File: config.mk
export PLATFORM = sky130hd
export DESIGN_NAME = inst_fetch
export DESIGN_NICKNAME = d
export VERILOG_FILES = /design/src/rtl/inst_fetch.sv
export SDC_FILE = /design/constraint.sdc
export NUM_CORES = 1
export LEC_CHECK = 0
export CORE_ASPECT_RATIO = 1.2
export CORE_MARGIN = 2
export CORE_UTILIZATION = 58
export CTS_CLUSTER_SIZE = 25
export DETAILED_ROUTE_END_ITERATION = 7
export GPL_TIMING_DRIVEN = 0
export HOLD_SLACK_MARGIN = 0.06
export PLACE_DENSITY = 0.89
export SETUP_SLACK_MARGIN = 0.4
export SLEW_MARGIN = 20
export SYNTH_ARGS = -nofsm -noshare
export SYNTH_HDL_FRONTEND = slang
export SYNTH_SLANG_ARGS = --single-unit
File: constraint.sdc
create_clock -name clk -period 9.1 [get_ports clk]
set_clock_uncertainty 0.1 [all_clocks]
set_input_delay 1.82 -clock clk [delete_from_list [all_inputs] [get_ports clk]]
set_output_delay 1.82 -clock clk [all_outputs]
set_load 0.02 [all_outputs]
File: src/rtl/inst_fetch.sv
// Instruction fetch stage: in-order word requests to instruction memory, a prefetch FIFO and the decode output register.
// Build option IF_ENDIAN_SWAP_EN byte-swaps each returned word before it is buffered (big-endian core, little-endian memory).
module inst_fetch #(
  parameter logic [31:0] RESET_PC   = 32'h0000_0000,
  parameter int          FIFO_DEPTH = 2
) (
  input  logic        clk,
  input  logic        rst,
  input  logic        stall_i,
  input  logic        branch_flag_i,
  input  logic [31:0] branch_target_i,
  output logic        imem_req_o,
  output logic [31:0] imem_addr_o,
  input  logic        imem_gnt_i,
  input  logic        imem_rvalid_i,
  input  logic [31:0] imem_rdata_i,
  output logic        id_valid_o,
  output logic [31:0] id_pc_o,
  output logic [31:0] id_inst_o
);

  localparam int CW = $clog2(FIFO_DEPTH + 1);
  localparam int PW = (FIFO_DEPTH > 1) ? $clog2(FIFO_DEPTH) : 1;
  localparam logic [PW-1:0] LAST_PTR = PW'(FIFO_DEPTH - 1);
  localparam logic [CW:0]   CAP      = (CW + 1)'(FIFO_DEPTH);

  logic [31:0]   fetch_pc_q, fetch_pc_d;
  logic [31:0]   resp_pc_q, resp_pc_d;
  logic [CW-1:0] out_cnt_q, out_cnt_d;
  logic [CW-1:0] drop_cnt_q, drop_cnt_d;
  logic [CW-1:0] fifo_cnt_q, fifo_cnt_d;
  logic [PW-1:0] rd_ptr_q, rd_ptr_d;
  logic [PW-1:0] wr_ptr_q, wr_ptr_d;
  logic          id_valid_q, id_valid_d;
  logic [31:0]   id_pc_q, id_pc_d;
  logic [31:0]   id_inst_q, id_inst_d;
  logic [31:0]   fifo_pc_q   [FIFO_DEPTH];
  logic [31:0]   fifo_inst_q [FIFO_DEPTH];

  logic          req;
  logic          fire;
  logic          resp_ok;
  logic          push;
  logic          pop;
  logic [31:0]   rdata_fmt;

  function automatic logic [PW-1:0] ptr_inc(input logic [PW-1:0] p);
    return (p == LAST_PTR) ? '0 : p + PW'(1);
  endfunction

`ifdef IF_ENDIAN_SWAP_EN
  assign rdata_fmt = {imem_rdata_i[7:0], imem_rdata_i[15:8], imem_rdata_i[23:16], imem_rdata_i[31:24]};
`else
  assign rdata_fmt = imem_rdata_i;
`endif

  // Memory handshake: a request transfers when imem_req_o && imem_gnt_i; responses come back
  // in request order on imem_rvalid_i, each consuming one outstanding request. The cap on
  // outstanding + buffered words guarantees every accepted response has a FIFO slot.
  assign req     = rst && (({1'b0, out_cnt_q} + {1'b0, fifo_cnt_q}) < CAP) && !branch_flag_i;
  assign fire    = req && imem_gnt_i;
  assign resp_ok = imem_rvalid_i && (out_cnt_q != '0);
  assign push    = resp_ok && (drop_cnt_q == '0) && !branch_flag_i;
  assign pop     = !branch_flag_i && !stall_i && (fifo_cnt_q != '0);

  always_comb begin
    fetch_pc_d = fetch_pc_q;
    resp_pc_d  = resp_pc_q;
    out_cnt_d  = out_cnt_q;
    drop_cnt_d = drop_cnt_q;
    fifo_cnt_d = fifo_cnt_q;
    rd_ptr_d   = rd_ptr_q;
    wr_ptr_d   = wr_ptr_q;
    id_valid_d = id_valid_q;
    id_pc_d    = id_pc_q;
    id_inst_d  = id_inst_q;

    if (fire) begin
      fetch_pc_d = fetch_pc_q + 32'd4;
      out_cnt_d  = out_cnt_d + CW'(1);
    end
    if (resp_ok) begin
      out_cnt_d = out_cnt_d - CW'(1);
      if (drop_cnt_q != '0) drop_cnt_d = drop_cnt_q - CW'(1);
    end
    if (push) begin
      resp_pc_d  = resp_pc_q + 32'd4;
      wr_ptr_d   = ptr_inc(wr_ptr_q);
      fifo_cnt_d = fifo_cnt_d + CW'(1);
    end
    if (pop) begin
      rd_ptr_d   = ptr_inc(rd_ptr_q);
      fifo_cnt_d = fifo_cnt_d - CW'(1);
    end

    if (branch_flag_i) begin
      // Every request still outstanding after this cycle belongs to the abandoned path.
      fetch_pc_d = branch_target_i;
      resp_pc_d  = branch_target_i;
      drop_cnt_d = resp_ok ? out_cnt_q - CW'(1) : out_cnt_q;
      fifo_cnt_d = '0;
      rd_ptr_d   = '0;
      wr_ptr_d   = '0;
      id_valid_d = 1'b0;
      id_pc_d    = '0;
      id_inst_d  = '0;
    end else if (!stall_i) begin
      if (fifo_cnt_q != '0) begin
        id_valid_d = 1'b1;
        id_pc_d    = fifo_pc_q[rd_ptr_q];
        id_inst_d  = fifo_inst_q[rd_ptr_q];
      end else begin
        id_valid_d = 1'b0;
        id_pc_d    = '0;
        id_inst_d  = '0;
      end
    end
  end

  always_ff @(posedge clk or negedge rst) begin
    if (!rst) begin
      fetch_pc_q <= RESET_PC;
      resp_pc_q  <= RESET_PC;
      out_cnt_q  <= '0;
      drop_cnt_q <= '0;
      fifo_cnt_q <= '0;
      rd_ptr_q   <= '0;
      wr_ptr_q   <= '0;
      id_valid_q <= 1'b0;
      id_pc_q    <= '0;
      id_inst_q  <= '0;
    end else begin
      fetch_pc_q <= fetch_pc_d;
      resp_pc_q  <= resp_pc_d;
      out_cnt_q  <= out_cnt_d;
      drop_cnt_q <= drop_cnt_d;
      fifo_cnt_q <= fifo_cnt_d;
      rd_ptr_q   <= rd_ptr_d;
      wr_ptr_q   <= wr_ptr_d;
      id_valid_q <= id_valid_d;
      id_pc_q    <= id_pc_d;
      id_inst_q  <= id_inst_d;
    end
  end

  // Storage needs no reset: the count and pointers decide what is readable.
  always_ff @(posedge clk) begin
    if (push) begin
      fifo_pc_q[wr_ptr_q]   <= resp_pc_q;
      fifo_inst_q[wr_ptr_q] <= rdata_fmt;
    end
  end

  assign imem_req_o  = req;
  assign imem_addr_o = fetch_pc_q;
  assign id_valid_o  = id_valid_q;
  assign id_pc_o     = id_pc_q;
  assign id_inst_o   = id_inst_q;

endmodule

==> key figures <==
Layout
  – Inserted Diodes: 0
  – Design area: 13800 µm²
  – Most common cell after layout, fill and taps aside: clkdlybuf4s50_1
  – Non-Filler Instances: 1305
  – Most frequent cells in the layout: clkdlybuf4s50_1, dfrtp_1, edfxtp_1
  – Share of cells above drive strength 1: 0.0583
  – Synth-to-Final Area Change: 27.2%
  – Fillers: ~1100
  – Final net count: between 1000 and 1500

Synth
  – Synth warnings: 0
  – Largest area contributor in the netlist: edfxtp_1
  – Avg Inst Size Synth: 12.6 µm²
  – Post-synth ARST share: 0.517
  – Synth top area share: 0.355
  – Syn Nets: roughly 940
  – Synth unique cells: 52
  – Number of enable flip-flop cells after synthesis: 128
  – Synth Cell Area: 10800 µm²
  – Sequential share of the synthesized area: 0.672
  – Largest cells by area after synthesis: edfxtp_1, dfrtp_1, mux2i_1
  – Mapped Cells: 859
  – Main synth FF type: dfrtp_1
  – Synthesized flop and latch total: 265

Power and ir drop
  – Peak supply drop: approximately 0.00013 V
  – Sw frac: 0.281
  – Internal power: 0.00236 W
  – Leak: 5.13 nW
  – Clk pwr share: 0.327
  – NetSw: 0.000925 W
  – Pwr/cell area: between 200 and 250 nW/µm²
  – Gate power share: 0.215
  – Sequential share of power: 0.458

STA
  – Tmin final: 5550 ps
  – Fin crit share: 0.609
  – RSZ-0062 raised after global routing: no
  – Worst slew pin tran: 842 ps
  – Rel. slew slack: 0.439
  – Final setup violating endpoints: 0
  – Slew Viols, Final: 0
  – Final Hold Slack: 376 ps
  – Achievable Freq: 180 MHz
  – Final Hold Fails: 0
  – Setup tns final: 0 ps

GRT
  – First-pass GRT wire length: roughly 40000 µm
  – Global Route met2 Usage: 0.443
  – Total grt overflow: 0
  – Global route hottest layer: met2
  – Tot GR Track Use: 0.257
  – Met1 Usage GRT: 0.335
  – Vias in the first global route: about 7800
  – Met3 Track Usage GR: 0.0411
  – Initial antenna violation count: 0
  – Pin count of the biggest net entering global routing: 73

Worst setup path
  – Crit Path Max Fanout: 5
  – Crit path buf inv count: 2
  – Startpoint types: input pin
  – CP arrival: 3630 ps
  – Largest delay share family, worst path: buffers and inverters
  – Setup crit start: branch_flag_i
  – Critical R2R Launch: fifo_cnt_q[0]
  – Critical path, cell by cell: clkdlybuf4s50_1 -> nor4b_4 -> clkdlybuf4s50_1
  – Most used cell, CP: clkdlybuf4s50_1
  – Max stage delay cell, worst path: clkdlybuf4s50_1
  – R2R depth: 10
  – WP data required: 7180 ps
  – Type of element capturing the critical path: primary output
  – Setup CP Type: input pin to primary output
  – CP peak stage delay: 690 ps
  – CP Depth: 3

CTS
  – Longest Clk Path Bufs: 3
  – H-tree levels: 1
  – # resized after CTS: 0
  – CTS Hold Buffers Added: 0
  – Worst-skew pair later-pin latency: roughly 520 ps
  – CTS tree: built
  – CTS Root Cell: clkbuf_16
  – Post-CTS Setup Inserts: 0
  – Total CTS buffers: 25
  – Clk sink count: 265
  – Clk slew on worst S/H paths: 60 ps

Place
  – Placed cell areas: 12900 µm²
  – Detailed Place HPWL: 17300 µm
  – IO buf count: between 150 and 200
  – Routability cong.: 0.913
  – DP Cell Count: 1259

Die
  – # rows: 54
  – Die span in y: 154 µm
  – Initial Util: 0.593
  – Die boundary width: about 130 µm
  – Core area: 18200 µm²
  – I/O pin count: 168
  – Die ar.: just under 20000 µm²

Hold path
  – Hold Path Stages: 2
  – Hold path startpoint: id_pc_o[13]
  – HP Class: flop to flop

Flow run
  – Total of max-cap violations: 0

Drt
  – Residual DRC: 0
  – Initial DRC count: 693
  – Number of routed nets with antenna violations: 0
  – DRT Wirelength: 25100 µm
  – Vias: 7675
  – DR vias/cell: 5.88
  – Drt pass-1 iters: 5
  – Routed wire per std cell: 19.2 µm

Run status
  – Outcome: finished clean
-- stage by stage --
step           power, W  setup slack [ps]  utilization
2_1_floorplan   0.00192              1810            -
3_3_place_gp    0.00219             -1440        0.700
3_5_place_dp    0.00223              3640        0.707
4_1_cts         0.00330              3600        0.754
5_1_grt         0.00343              3540        0.754
6_report        0.00329              3550        0.754
-- worst paths after layout --
kind / end / slack, ps
setup / recovery: imem_req_o / 3550
hold / removal: id_pc_o[13] / 380
setup reg to reg: imem_addr_o[17] / 6130
hold reg to reg: id_pc_o[13] / 380
max in group asynchronous: id_inst_o[7] / 7040
min in group asynchronous: imem_addr_o[5] / 1140
-- Yosys cell counts (all sizes together) (2+ instances only) --
library cell,number
a21boi,4
o211ai,7
dfrtp,137
mux2i,67
or4,2
clkbuf,32
ha,5
nor3,11
nand2b,3
and3,7
edfxtp,128
xor2,29
xnor2,15
nand4,32
nand3,36
o21ai,105
a21o,3
nand2,119
and2,5
inv,16
a211oi,3
buf,10
or3,3
and4,2
o311ai,6
a31oi,6
a21oi,16
nor4,4
nor2,32
-- registers in the layout, summed over array words and instances (netlist names) --
signal,count
rd_ptr_q,1
fifo_pc_q,64
wr_ptr_q,1
resp_pc_q,32
imem_addr_o,32
drop_cnt_q,2
fifo_inst_q,64
out_cnt_q,2
id_inst_o,32
id_pc_o,32
id_valid_o,1
fifo_cnt_q,2
-- cells by family (layout without fill, tap and decap cells) --
family                     count (synthesis)  in the layout  synth area share
DFF                                      265            265             0.672
muxes                                     68             68            0.0631
buffers and inverters                     58            280            0.0214
AOI/OAI and AO/OA                        156            156            0.0809
and+or+nand+nor                          262            262             0.119
xor gates and xnor gates                  44             44            0.0356
adders and majority gates                  6              6           0.00764
-- per-layer routing --
layer  share of wire  up-vias
li1                -     3530
met1            0.39     3733
met2            0.51      354
met3           0.068       58
met4           0.028        0
met5               0        -
-- worst register-to-register path: stages (launching register included) --
cell      delay (ps)
dfrtp_1          390
inv_1            160
nor2_1            80
fa_1             500
nor4b_4          450
and2_1           200
buf_6            140
nor2_1           100
clkbuf_1         300
o21ai_0          260
o311ai_0         150
-- cell type report --
| class | instances | area (µm²) | area share |
|---|---|---|---|
| inverter | 16 | 60.1 | 0.00437 |
| tap | 224 | 280 | 0.0204 |
| timing repair buffer | 176 | 1780 | 0.130 |
| clock inverter | 8 | 119 | 0.00864 |
| sequential | 265 | 7270 | 0.529 |
| clock buffer | 38 | 744 | 0.0541 |
| buffer | 42 | 171 | 0.0125 |
| multi-input combinational | 536 | 3320 | 0.241 |
-- power groups by stage --
stage	registers [W]	logic, W	clock network, W
after CTS	0.00150	0.000711	0.00109
after floorplan	0.00158	0.000340	0
after detailed placement	0.00152	0.000701	0
after global placement	0.00153	0.000664	0
final	0.00150	0.000708	0.00107
after global routing	0.00152	0.000768	0.00114
(Power assumes the default switching activity.)
